**config.mk**
```make
export PLATFORM = sky130hd
export DESIGN_NAME = scpad_head_arb_flat
export DESIGN_NICKNAME = d
export VERILOG_FILES = /design/src/rtl/scpad_pkg.sv /design/src/rtl/scpad_head_arb_if.sv /design/src/rtl/scpad_req_fifo.sv /design/src/rtl/scpad_head_arb.sv /design/src/flat_wrapper.sv
export SDC_FILE = /design/constraint.sdc
export NUM_CORES = 2
export LEC_CHECK = 0
export ABC_AREA = 1
export CAP_MARGIN = 25
export CORE_UTILIZATION = 25
export CTS_CLUSTER_DIAMETER = 80
export DETAILED_ROUTE_END_ITERATION = 6
export GPL_TIMING_DRIVEN = 0
export HOLD_SLACK_MARGIN = 0.02
export RECOVER_POWER = 100
export SYNTH_ARGS = -nofsm -noshare
export SYNTH_HDL_FRONTEND = slang
export SYNTH_HIERARCHICAL = 1
export SYNTH_SLANG_ARGS = --single-unit
```
**constraint.sdc**
```tcl
create_clock -name clk -period 23.3 [get_ports clk]
set_input_delay 4.66 -clock clk [delete_from_list [all_inputs] [get_ports clk]]
set_output_delay 4.66 -clock clk [all_outputs]
set_load 0.02 [all_outputs]
```
**src/rtl/scpad_pkg.sv**
```systemverilog
// Shared types and default sizing for the scratchpad request head.
package scpad_pkg;

  localparam int unsigned ADDR_W_DEF       = 10;
  localparam int unsigned DATA_W_DEF       = 256;
  localparam int unsigned MASK_W_DEF       = 32;
  localparam int unsigned FIFO_DEPTH_DEF   = 2;
  localparam int unsigned STARVE_LIMIT_DEF = 8;

  typedef enum logic {
    SRC_FE = 1'b0,
    SRC_BE = 1'b1
  } src_e;

  typedef struct packed {
    logic                  write;
    logic [ADDR_W_DEF-1:0] addr;
    logic [DATA_W_DEF-1:0] wdata;
    logic [MASK_W_DEF-1:0] mask;
    src_e                  src;
  } head_req_t;

endpackage

```
**src/rtl/scpad_head_arb_if.sv**
```systemverilog
// FE/BE request ports, source backpressure and the head_stomach_req output bundle.
interface scpad_head_arb_if
  import scpad_pkg::*;
#(
  parameter int unsigned ADDR_W = ADDR_W_DEF,
  parameter int unsigned DATA_W = DATA_W_DEF,
  parameter int unsigned MASK_W = MASK_W_DEF
);
  logic              fe_req_valid;
  logic              fe_req_write;
  logic [ADDR_W-1:0] fe_req_addr;
  logic [DATA_W-1:0] fe_req_wdata;
  logic [MASK_W-1:0] fe_req_mask;
  logic              be_req_valid;
  logic              be_req_write;
  logic [ADDR_W-1:0] be_req_addr;
  logic [DATA_W-1:0] be_req_wdata;
  logic [MASK_W-1:0] be_req_mask;
  logic              fe_stall;
  logic              be_stall;
  logic              w_stall;
  logic              r_stall;
  logic              out_valid;
  logic              out_write;
  logic [ADDR_W-1:0] out_addr;
  logic [DATA_W-1:0] out_wdata;
  logic [MASK_W-1:0] out_mask;
  logic              out_src;

  modport master (
    output fe_req_valid, fe_req_write, fe_req_addr, fe_req_wdata, fe_req_mask,
    output be_req_valid, be_req_write, be_req_addr, be_req_wdata, be_req_mask,
    output w_stall, r_stall,
    input  fe_stall, be_stall,
    input  out_valid, out_write, out_addr, out_wdata, out_mask, out_src
  );

  modport slave (
    input  fe_req_valid, fe_req_write, fe_req_addr, fe_req_wdata, fe_req_mask,
    input  be_req_valid, be_req_write, be_req_addr, be_req_wdata, be_req_mask,
    input  w_stall, r_stall,
    output fe_stall, be_stall,
    output out_valid, out_write, out_addr, out_wdata, out_mask, out_src
  );
endinterface

```
**src/rtl/scpad_req_fifo.sv**
```systemverilog
// Synchronous request FIFO; DEPTH must be a power of two so pointers wrap naturally.
module scpad_req_fifo #(
  parameter int unsigned WIDTH = 8,
  parameter int unsigned DEPTH = 2
) (
  input  logic                       clk,
  input  logic                       rst,
  input  logic                       push,
  input  logic                       pop,
  input  logic [WIDTH-1:0]           wr_data,
  output logic [WIDTH-1:0]           rd_data,
  output logic                       full,
  output logic                       empty,
  output logic [$clog2(DEPTH+1)-1:0] count
);
  localparam int unsigned PTR_W = $clog2(DEPTH);
  localparam int unsigned CNT_W = $clog2(DEPTH+1);

  logic [WIDTH-1:0] mem [DEPTH];
  logic [PTR_W-1:0] wr_ptr;
  logic [PTR_W-1:0] rd_ptr;

  always_ff @(posedge clk) begin
    if (push) mem[wr_ptr] <= wr_data;
  end

  always_ff @(posedge clk) begin
    if (rst) begin
      wr_ptr <= '0;
      rd_ptr <= '0;
      count  <= '0;
    end else begin
      if (push) wr_ptr <= wr_ptr + PTR_W'(1);
      if (pop)  rd_ptr <= rd_ptr + PTR_W'(1);
      case ({push, pop})
        2'b10:   count <= count + CNT_W'(1);
        2'b01:   count <= count - CNT_W'(1);
        default: count <= count;
      endcase
    end
  end

  assign rd_data = mem[rd_ptr];
  assign full    = (count == CNT_W'(DEPTH));
  assign empty   = (count == '0);
endmodule

```
**src/rtl/scpad_head_arb.sv**
```systemverilog
// Scratchpad request head: buffers FE/BE requests, arbitrates BE-first with FE
// anti-starvation, and holds one tagged request for the crossbar path.
module scpad_head_arb
  import scpad_pkg::*;
#(
  parameter int unsigned ADDR_W       = ADDR_W_DEF,
  parameter int unsigned DATA_W       = DATA_W_DEF,
  parameter int unsigned MASK_W       = MASK_W_DEF,
  parameter int unsigned FIFO_DEPTH   = FIFO_DEPTH_DEF,
  parameter int unsigned STARVE_LIMIT = STARVE_LIMIT_DEF
) (
  input logic             clk,
  input logic             n_rst,
  scpad_head_arb_if.slave bus
);
  localparam int unsigned CNT_W = $clog2(FIFO_DEPTH+1);
  localparam int unsigned STV_W = $clog2(STARVE_LIMIT+1);

  typedef struct packed {
    logic              write;
    logic [ADDR_W-1:0] addr;
    logic [DATA_W-1:0] wdata;
    logic [MASK_W-1:0] mask;
    src_e              src;
  } req_t;

  req_t             fe_in_c, be_in_c, fe_head, be_head, out_q;
  logic             out_valid_q, fe_stall_q, be_stall_q;
  logic [STV_W-1:0] starve_q, starve_nxt_c;
  logic [CNT_W-1:0] fe_count, be_count, fe_cnt_nxt_c, be_cnt_nxt_c;
  logic             fe_full, be_full, fe_empty, be_empty;
  logic             fe_push_c, be_push_c, fe_grant_c, be_grant_c, fire_c, free_c;

  scpad_req_fifo #(.WIDTH($bits(req_t)), .DEPTH(FIFO_DEPTH)) u_fe_fifo (
    .clk(clk), .rst(n_rst), .push(fe_push_c), .pop(fe_grant_c), .wr_data(fe_in_c),
    .rd_data(fe_head), .full(fe_full), .empty(fe_empty), .count(fe_count)
  );

  scpad_req_fifo #(.WIDTH($bits(req_t)), .DEPTH(FIFO_DEPTH)) u_be_fifo (
    .clk(clk), .rst(n_rst), .push(be_push_c), .pop(be_grant_c), .wr_data(be_in_c),
    .rd_data(be_head), .full(be_full), .empty(be_empty), .count(be_count)
  );

  // Arbitration, push qualification and next-state for counters/stalls.
  always_comb begin
    fe_in_c       = '0;
    be_in_c       = '0;
    fe_grant_c    = 1'b0;
    be_grant_c    = 1'b0;
    starve_nxt_c  = starve_q;

    fe_in_c.write = bus.fe_req_write;
    fe_in_c.addr  = bus.fe_req_addr;
    fe_in_c.wdata = bus.fe_req_wdata;
    fe_in_c.mask  = bus.fe_req_mask;
    fe_in_c.src   = SRC_FE;
    be_in_c.write = bus.be_req_write;
    be_in_c.addr  = bus.be_req_addr;
    be_in_c.wdata = bus.be_req_wdata;
    be_in_c.mask  = bus.be_req_mask;
    be_in_c.src   = SRC_BE;

    fe_push_c = bus.fe_req_valid && !fe_stall_q && !fe_full;
    be_push_c = bus.be_req_valid && !be_stall_q && !be_full;

    fire_c = out_valid_q && !(out_q.write ? bus.w_stall : bus.r_stall);
    free_c = !out_valid_q || fire_c;

    if (free_c) begin
      if (!fe_empty && (be_empty || starve_q == STV_W'(STARVE_LIMIT))) fe_grant_c = 1'b1;
      else if (!be_empty)                                              be_grant_c = 1'b1;
    end

    if (fe_empty || fe_grant_c)
      starve_nxt_c = '0;
    else if (be_grant_c && starve_q != STV_W'(STARVE_LIMIT))
      starve_nxt_c = starve_q + STV_W'(1);

    fe_cnt_nxt_c = fe_count + CNT_W'(fe_push_c) - CNT_W'(fe_grant_c);
    be_cnt_nxt_c = be_count + CNT_W'(be_push_c) - CNT_W'(be_grant_c);
  end

  always_ff @(posedge clk) begin
    if (n_rst) begin
      out_valid_q <= 1'b0;
      out_q       <= '0;
      starve_q    <= '0;
      fe_stall_q  <= 1'b1;
      be_stall_q  <= 1'b1;
    end else begin
      starve_q   <= starve_nxt_c;
      fe_stall_q <= (fe_cnt_nxt_c == CNT_W'(FIFO_DEPTH));
      be_stall_q <= (be_cnt_nxt_c == CNT_W'(FIFO_DEPTH));
      if (fe_grant_c) begin
        out_q       <= fe_head;
        out_valid_q <= 1'b1;
      end else if (be_grant_c) begin
        out_q       <= be_head;
        out_valid_q <= 1'b1;
      end else if (fire_c) begin
        out_valid_q <= 1'b0;
      end
    end
  end

  assign bus.fe_stall  = fe_stall_q;
  assign bus.be_stall  = be_stall_q;
  assign bus.out_valid = out_valid_q;
  assign bus.out_write = out_q.write;
  assign bus.out_addr  = out_q.addr;
  assign bus.out_wdata = out_q.wdata;
  assign bus.out_mask  = out_q.mask;
  assign bus.out_src   = 1'(out_q.src);
endmodule

```
**src/flat_wrapper.sv**
```systemverilog
// flat-port wrapper written by rule: the top's interface ports become plain ports
module scpad_head_arb_flat import scpad_pkg::*;
#(
  parameter int unsigned ADDR_W       = ADDR_W_DEF,
  parameter int unsigned DATA_W       = DATA_W_DEF,
  parameter int unsigned MASK_W       = MASK_W_DEF,
  parameter int unsigned FIFO_DEPTH   = FIFO_DEPTH_DEF,
  parameter int unsigned STARVE_LIMIT = STARVE_LIMIT_DEF
)
  (clk, n_rst, bus_fe_req_valid, bus_fe_req_write, bus_fe_req_addr, bus_fe_req_wdata, bus_fe_req_mask, bus_be_req_valid, bus_be_req_write, bus_be_req_addr, bus_be_req_wdata, bus_be_req_mask, bus_w_stall, bus_r_stall, bus_fe_stall, bus_be_stall, bus_out_valid, bus_out_write, bus_out_addr, bus_out_wdata, bus_out_mask, bus_out_src);
  scpad_head_arb_if #(.ADDR_W(ADDR_W), .DATA_W(DATA_W), .MASK_W(MASK_W)) bus_i ();
  input logic clk;
  input logic n_rst;
  input wire logic [$bits(bus_i.fe_req_valid)-1:0] bus_fe_req_valid;
  input wire logic [$bits(bus_i.fe_req_write)-1:0] bus_fe_req_write;
  input wire logic [$bits(bus_i.fe_req_addr)-1:0] bus_fe_req_addr;
  input wire logic [$bits(bus_i.fe_req_wdata)-1:0] bus_fe_req_wdata;
  input wire logic [$bits(bus_i.fe_req_mask)-1:0] bus_fe_req_mask;
  input wire logic [$bits(bus_i.be_req_valid)-1:0] bus_be_req_valid;
  input wire logic [$bits(bus_i.be_req_write)-1:0] bus_be_req_write;
  input wire logic [$bits(bus_i.be_req_addr)-1:0] bus_be_req_addr;
  input wire logic [$bits(bus_i.be_req_wdata)-1:0] bus_be_req_wdata;
  input wire logic [$bits(bus_i.be_req_mask)-1:0] bus_be_req_mask;
  input wire logic [$bits(bus_i.w_stall)-1:0] bus_w_stall;
  input wire logic [$bits(bus_i.r_stall)-1:0] bus_r_stall;
  output wire logic [$bits(bus_i.fe_stall)-1:0] bus_fe_stall;
  output wire logic [$bits(bus_i.be_stall)-1:0] bus_be_stall;
  output wire logic [$bits(bus_i.out_valid)-1:0] bus_out_valid;
  output wire logic [$bits(bus_i.out_write)-1:0] bus_out_write;
  output wire logic [$bits(bus_i.out_addr)-1:0] bus_out_addr;
  output wire logic [$bits(bus_i.out_wdata)-1:0] bus_out_wdata;
  output wire logic [$bits(bus_i.out_mask)-1:0] bus_out_mask;
  output wire logic [$bits(bus_i.out_src)-1:0] bus_out_src;
  assign bus_i.fe_req_valid = bus_fe_req_valid;
  assign bus_i.fe_req_write = bus_fe_req_write;
  assign bus_i.fe_req_addr = bus_fe_req_addr;
  assign bus_i.fe_req_wdata = bus_fe_req_wdata;
  assign bus_i.fe_req_mask = bus_fe_req_mask;
  assign bus_i.be_req_valid = bus_be_req_valid;
  assign bus_i.be_req_write = bus_be_req_write;
  assign bus_i.be_req_addr = bus_be_req_addr;
  assign bus_i.be_req_wdata = bus_be_req_wdata;
  assign bus_i.be_req_mask = bus_be_req_mask;
  assign bus_i.w_stall = bus_w_stall;
  assign bus_i.r_stall = bus_r_stall;
  assign bus_fe_stall = bus_i.fe_stall;
  assign bus_be_stall = bus_i.be_stall;
  assign bus_out_valid = bus_i.out_valid;
  assign bus_out_write = bus_i.out_write;
  assign bus_out_addr = bus_i.out_addr;
  assign bus_out_wdata = bus_i.out_wdata;
  assign bus_out_mask = bus_i.out_mask;
  assign bus_out_src = bus_i.out_src;
  scpad_head_arb #(.ADDR_W(ADDR_W), .DATA_W(DATA_W), .MASK_W(MASK_W), .FIFO_DEPTH(FIFO_DEPTH), .STARVE_LIMIT(STARVE_LIMIT)) u_core (.clk(clk), .n_rst(n_rst), .bus(bus_i));
endmodule
```
After elaboration in Yosys (flattened, before gate mapping) --
Memories as Yosys holds them, arrays and structs flattened. A register that Yosys moved wholly into a read port is not among the register bits. Cells that the tools add are included.
Cells by class: div/mod/pow operators 0, add/subtract/negate cells 13, $lt $le $gt $ge 0, multiplexer cells 21, $mul 0, shift-type cells 0, bitwise logic cells 0, eq/ne operators 10, reduce and logical (&&, ||, !) cells 24
Operators with widths (count):
- two-way mux 300 bit | 2
- two-way mux 1 bit | 17
- == test 2 bit (second input constant) | 6
- case mux 2 bit (2 select lines) | 2
- logical AND 1 bit | 7
- logical NOT 1 bit | 7
- nonzero test 2 bit | 3
- adder 1 bit (second input constant) | 4
- adder 2 x 1 -> 2 bit | 2
- adder 2 x 1 -> 2 bit (second input constant) | 2
- adder 4 x 1 -> 4 bit (second input constant) | 1
- == test 2 x 1 -> 1 bit (second input constant) | 2
- == test 4 bit (second input constant) | 1
- logical NOT 2 bit | 2
- != test 4 bit (second input constant) | 1
- subtractor 2 x 1 -> 2 bit | 2
- subtractor 2 x 1 -> 2 bit (second input constant) | 2
- logical OR 1 bit | 3
- nonzero test 3 bit | 1
- OR reduction 2 bit | 1
Word-level totals: bits in read-only memories 0, bits in registers 315, memory bits (writable) 1196, memories kept 2, output and inout port bits 303, word-level logic and storage cells 85, latch bits 0
Memories:
- u_core.u_be_fifo.mem | words 2, bits a word 299, read ports 1, clocked after Yosys merged registers in 1, write ports 1, line scpad_req_fifo.sv:19 | logic [WIDTH-1:0] mem [DEPTH];
- u_core.u_fe_fifo.mem | words 2, bits a word 299, read ports 1, clocked after Yosys merged registers in 1, write ports 1, line scpad_req_fifo.sv:19

Longest topological paths before layout --
word-level depth 7, gate-level depth with buffers 15

Hierarchy --
Netlist, hierarchy kept.
Modules (own cells, without submodules):
- scpad_req_fifo | seq. area each 18117.4 um^2, instances 2, cells an instance 966, area an instance 22067.4 um^2
- scpad_head_arb | seq. area each 6145.9 um^2, instances 1, cells an instance 2769, area an instance 17699.5 um^2

Least setup slack after synthesis --
No wires, ideal clock.
path kind in2reg, from input port bus_be_req_valid, to memory u_core/u_be_fifo/mem[0][0] (netlist name), enable pin, arrival time 17481 ps, library setup time 967 ps, stages 4, setup slack 4852 ps, path through inv_1 nor3_1 inv_1 nor2_1
Between the ends: longest elaborated chain between the ends 4
Ends and longest elaborated chain:
- from (decl) | line flat_wrapper.sv:19 | input wire logic [$bits(bus_i.be_req_valid)-1:0] bus_be_req_valid;
- logical AND 1 bit (2 in a row) | line scpad_head_arb.sv:64 | be_push_c = bus.be_req_valid && !be_stall_q && !be_full;
- net u_core.be_push_c | line scpad_head_arb.sv:32 | logic fe_push_c, be_push_c, fe_grant_c, be_grant_c, fire_c, free_c;
- two-way mux 1 bit | line scpad_req_fifo.sv:24 | if (push) mem[wr_ptr] <= wr_data;
- two-way mux 1 bit (not written as such) | line scpad_req_fifo.sv:24
- to (decl) | line scpad_req_fifo.sv:19
The timed path passes the listed nets, and every way through them passes these cells.

Worst setup path in the final report --
from input port bus_be_req_valid, to memory u_core/u_be_fifo/mem[0][216] (netlist name), enable pin
Same word-level chain as after synthesis.

==> implementation parameters <==
Parameter                              Value

Synthesis
  Cell type contributing the most total cell area after synthesis    sky130_fd_sc_hd__edfxtp_1
  Number of instances in the synthesized netlist    4701
  Mean post-synth cell area    13.2 um2
  Synthesized cell area    61800 um2
  Top cells by area, synth    sky130_fd_sc_hd__edfxtp_1 58%, sky130_fd_sc_hd__mux2_2 11%, sky130_fd_sc_hd__dfxtp_1 10%
  Number of warning messages in the yosys log    6
  Fraction of synthesized cell area taken by the top area cell type    58.3%
  Number of register bits inferred by synthesis    1517
  Sequential cell area fraction in the yosys report    68.5%
  Synth unique cells    25

Clocking
  Clock Pin Slew Worst Setup and Hold Paths    60 ps
  Hold buffers post-CTS    0
  CTS tree    yes
  Clock Path Buffers    3
  Post CTS Setup Buffer Count    0
  Clock root cell    sky130_fd_sc_hd__clkbuf_16
  Cts repair resizes    0
  Clock network latency to the later pin of the worst-skew pair    810 ps
  Number of buffers created by CTS    171
  H-tree depth    4
  CTS Sinks    1517

Drt
  Drt first pass iters    5
  Remaining routing DRC violations    0
  Vias after detailed routing    42935
  Post-route antenna net violation count    0
  Vias per std cell    4.63
  Final routed wire length divided by cell count    23.7 um
  DRT iter0 DRCs    3357
  Total Routed Length    220 mm

STA
  Worst slew slack as a fraction of its limit    -357%
  Total of endpoints with negative setup slack in the final report    0
  Fmax    83.4 MHz
  Portion of the clock cycle consumed by the worst path in the final layout    51.5%
  Final hold vios    0
  Slew Limit Fails    1029
  Final WS setup    11310 ps
  Setup repair after global routing missed its margin    false
  Shortest clock period the worst path allows after layout    11990 ps
  Fin Setup TNS    0 ps
  Post-Route Skew    43.1 ps
  Worst slew pin tran    6860 ps

Setup path
  Type of the setup path with the least slack    in2reg
  Required time of the critical path    23690 ps
  Startpoint types    primary input
  CP arrival    12380 ps
  Critical Path Fanout Max    27
  Kind of capture point of the worst setup path    register

Placed design
  Gpl congestion    0.864
  Count of input and output buffers    906
  Hpwl dp    163 mm
  Worst setup slack before clock tree synthesis    15330 ps
  Placed instance count    8862
  Total cell area at the placement stage    75700 um2

Global routing
  GR Util All Layers    17.1%
  Vias in the first global route    42395
  Pin count of the biggest net entering global routing    108
  Initial antenna violation count    223
  Remaining global-route overflow    0
  Global-route wire length before repair    306 mm

Power
  Leak Pwr    29.7 nW
  Final Total Pwr    0.00979 W
  Peak supply drop    84.8 uV
  Power per cell area    121 nW/um2

Min path
  Kind of path behind the tightest hold check    reg2reg

Layout
  Total number of nets in the final design    6427
  Number of standard cells in the final layout excluding fillers    9280
  Number of fillers in the final layout    24420
  Final cell area excluding filler cells    81100 um2
  Flip-flop and latch area    42400 um2
  Area Overhead vs Synth    31.1%
  Multi-input gate area in the final layout    15900 um2
  Fraction of layout cells with a size suffix above 1    17.4%

Floorplan
  Die footprint    249000 um2
  Die height    499 um
  Site Rows    182
  Placeable Area    246000 um2
  Boundary Pins    907
  Initial standard-cell utilization of the core    25.1%
  Die width    499 um

Flow run
  Maximum Capacitance Violations    29

Outcome
  Failing checks    capacitance limit, slew limit
  Run status    complete, but fails checks
metrics by stage:
stage / util (%) / hold WS [ps]
2_1_floorplan: - / 469
3_3_place_gp: 30.5 / 470
3_5_place_dp: 30.8 / 472
4_1_cts: 33.1 / 480
5_1_grt: 32.9 / 495
6_report: 33.0 / 475
report_power, final:
| part | switching [W] | internal, W |
|---|---|---|
| Sequential | 0.000155 | 0.00348 |
| Combinational | 0.00228 | 0.00118 |
| Clock | 0.00114 | 0.00157 |
layout by cell type, fill, tap and decap left out, drive strengths merged, types with 8 or more instances in the layout:
master       instances
nand4              302
nor2                20
mux2               600
clkbuf             509
nand3              607
clkinvlp             8
bufinv              10
edfxtp            1200
buf                122
clkinv              63
dfxtp              317
nand2              625
inv                342
diode               94
dlygate4sd3        904
ha                   8
a21oi              307
metal layers:
| layer | GRT usage, % | vias up | share of wire (%) |
|---|---|---|---|
| met5 | 0 | - | 0.33 |
| met1 | 20.3 | 20964 | 39 |
| met2 | 27.9 | 1873 | 47 |
| met4 | 7.06 | 118 | 4.3 |
| li1 | - | 19394 | - |
| met3 | 5.90 | 586 | 9.1 |
final cells by class:
class | count | share of cell area (%)
diodes | 94 | 0.290
plain buffers | 365 | 2.80
clock buffers | 233 | 5.89
clock inverters | 91 | 1.18
inverters | 332 | 1.54
multi-input cells | 2489 | 19.6
flip-flops and latches | 1517 | 52.3
well taps | 3220 | 4.97
repair buffers | 939 | 11.5
registers in the layout (all words and copies together) (netlist names), 2 cells and up, named ones only:
name                    flops
u_core/u_be_fifo/count      2
u_core/bus.out_mask        32
u_core/u_fe_fifo/count      2
u_core/u_be_fifo/mem      600
u_core/starve_q             4
u_core/u_fe_fifo/mem      600
u_core/bus.out_addr        10
u_core/bus.out_wdata      256
path summary, 6_finish.rpt:
check	slack, ps	to	start	cells past startpoint
max reg2reg	15190	u_core/u_be_fifo/mem[0][216]	u_core/u_be_fifo/count[0]	8
min	480	u_core/bus.out_wdata[16]	u_core/bus.out_wdata[16]	2
min reg2reg	480	u_core/bus.out_wdata[16]	u_core/bus.out_wdata[16]	2
max	11310	u_core/u_be_fifo/mem[0][216]	bus_be_req_valid	9
Yosys cell counts:
cell	instances
sky130_fd_sc_hd__o21ai_0	4
sky130_fd_sc_hd__nor3_1	4
sky130_fd_sc_hd__or2_2	1
sky130_fd_sc_hd__conb_1	2
sky130_fd_sc_hd__a21oi_1	307
sky130_fd_sc_hd__buf_6	23
sky130_fd_sc_hd__nand4_1	302
sky130_fd_sc_hd__inv_1	329
sky130_fd_sc_hd__buf_2	90
sky130_fd_sc_hd__buf_4	24
sky130_fd_sc_hd__mux2_2	600
sky130_fd_sc_hd__nand2_1	625
sky130_fd_sc_hd__clkbuf_1	150
sky130_fd_sc_hd__nor2_1	20
sky130_fd_sc_hd__inv_2	2
sky130_fd_sc_hd__clkbuf_8	60
sky130_fd_sc_hd__edfxtp_1	1200
sky130_fd_sc_hd__nand3_2	1
sky130_fd_sc_hd__dfxtp_1	317
sky130_fd_sc_hd__nand3_1	606
sky130_fd_sc_hd__xnor2_1	4
sky130_fd_sc_hd__ha_1	8
sky130_fd_sc_hd__clkinv_1	1
sky130_fd_sc_hd__buf_1	18
sky130_fd_sc_hd__xor2_1	3
worst max-delay path, cell delays in order:
cell                            delay (ps)
sky130_fd_sc_hd__dlygate4sd3_1         520
sky130_fd_sc_hd__inv_1                  40
sky130_fd_sc_hd__nor3_1                310
sky130_fd_sc_hd__inv_1                 130
sky130_fd_sc_hd__nor2_1               1690
sky130_fd_sc_hd__clkbuf_1             1120
sky130_fd_sc_hd__clkbuf_1             1320
sky130_fd_sc_hd__clkbuf_1             1360
sky130_fd_sc_hd__clkbuf_1             1180
logic make-up after synthesis:
logic type | after synthesis | share of synthesized area (%)
AOI/OAI and AO/OA | 311 | 2.52
xor gates and xnor gates | 7 | 0.0992
adders and majority gates | 8 | 0.162
buffers and inverters | 697 | 5.81
DFF | 1517 | 68.5
muxes | 600 | 10.9
other | 2 | 0.0121
and+or+nand+nor | 1559 | 11.9
(Power assumes the default switching activity.)
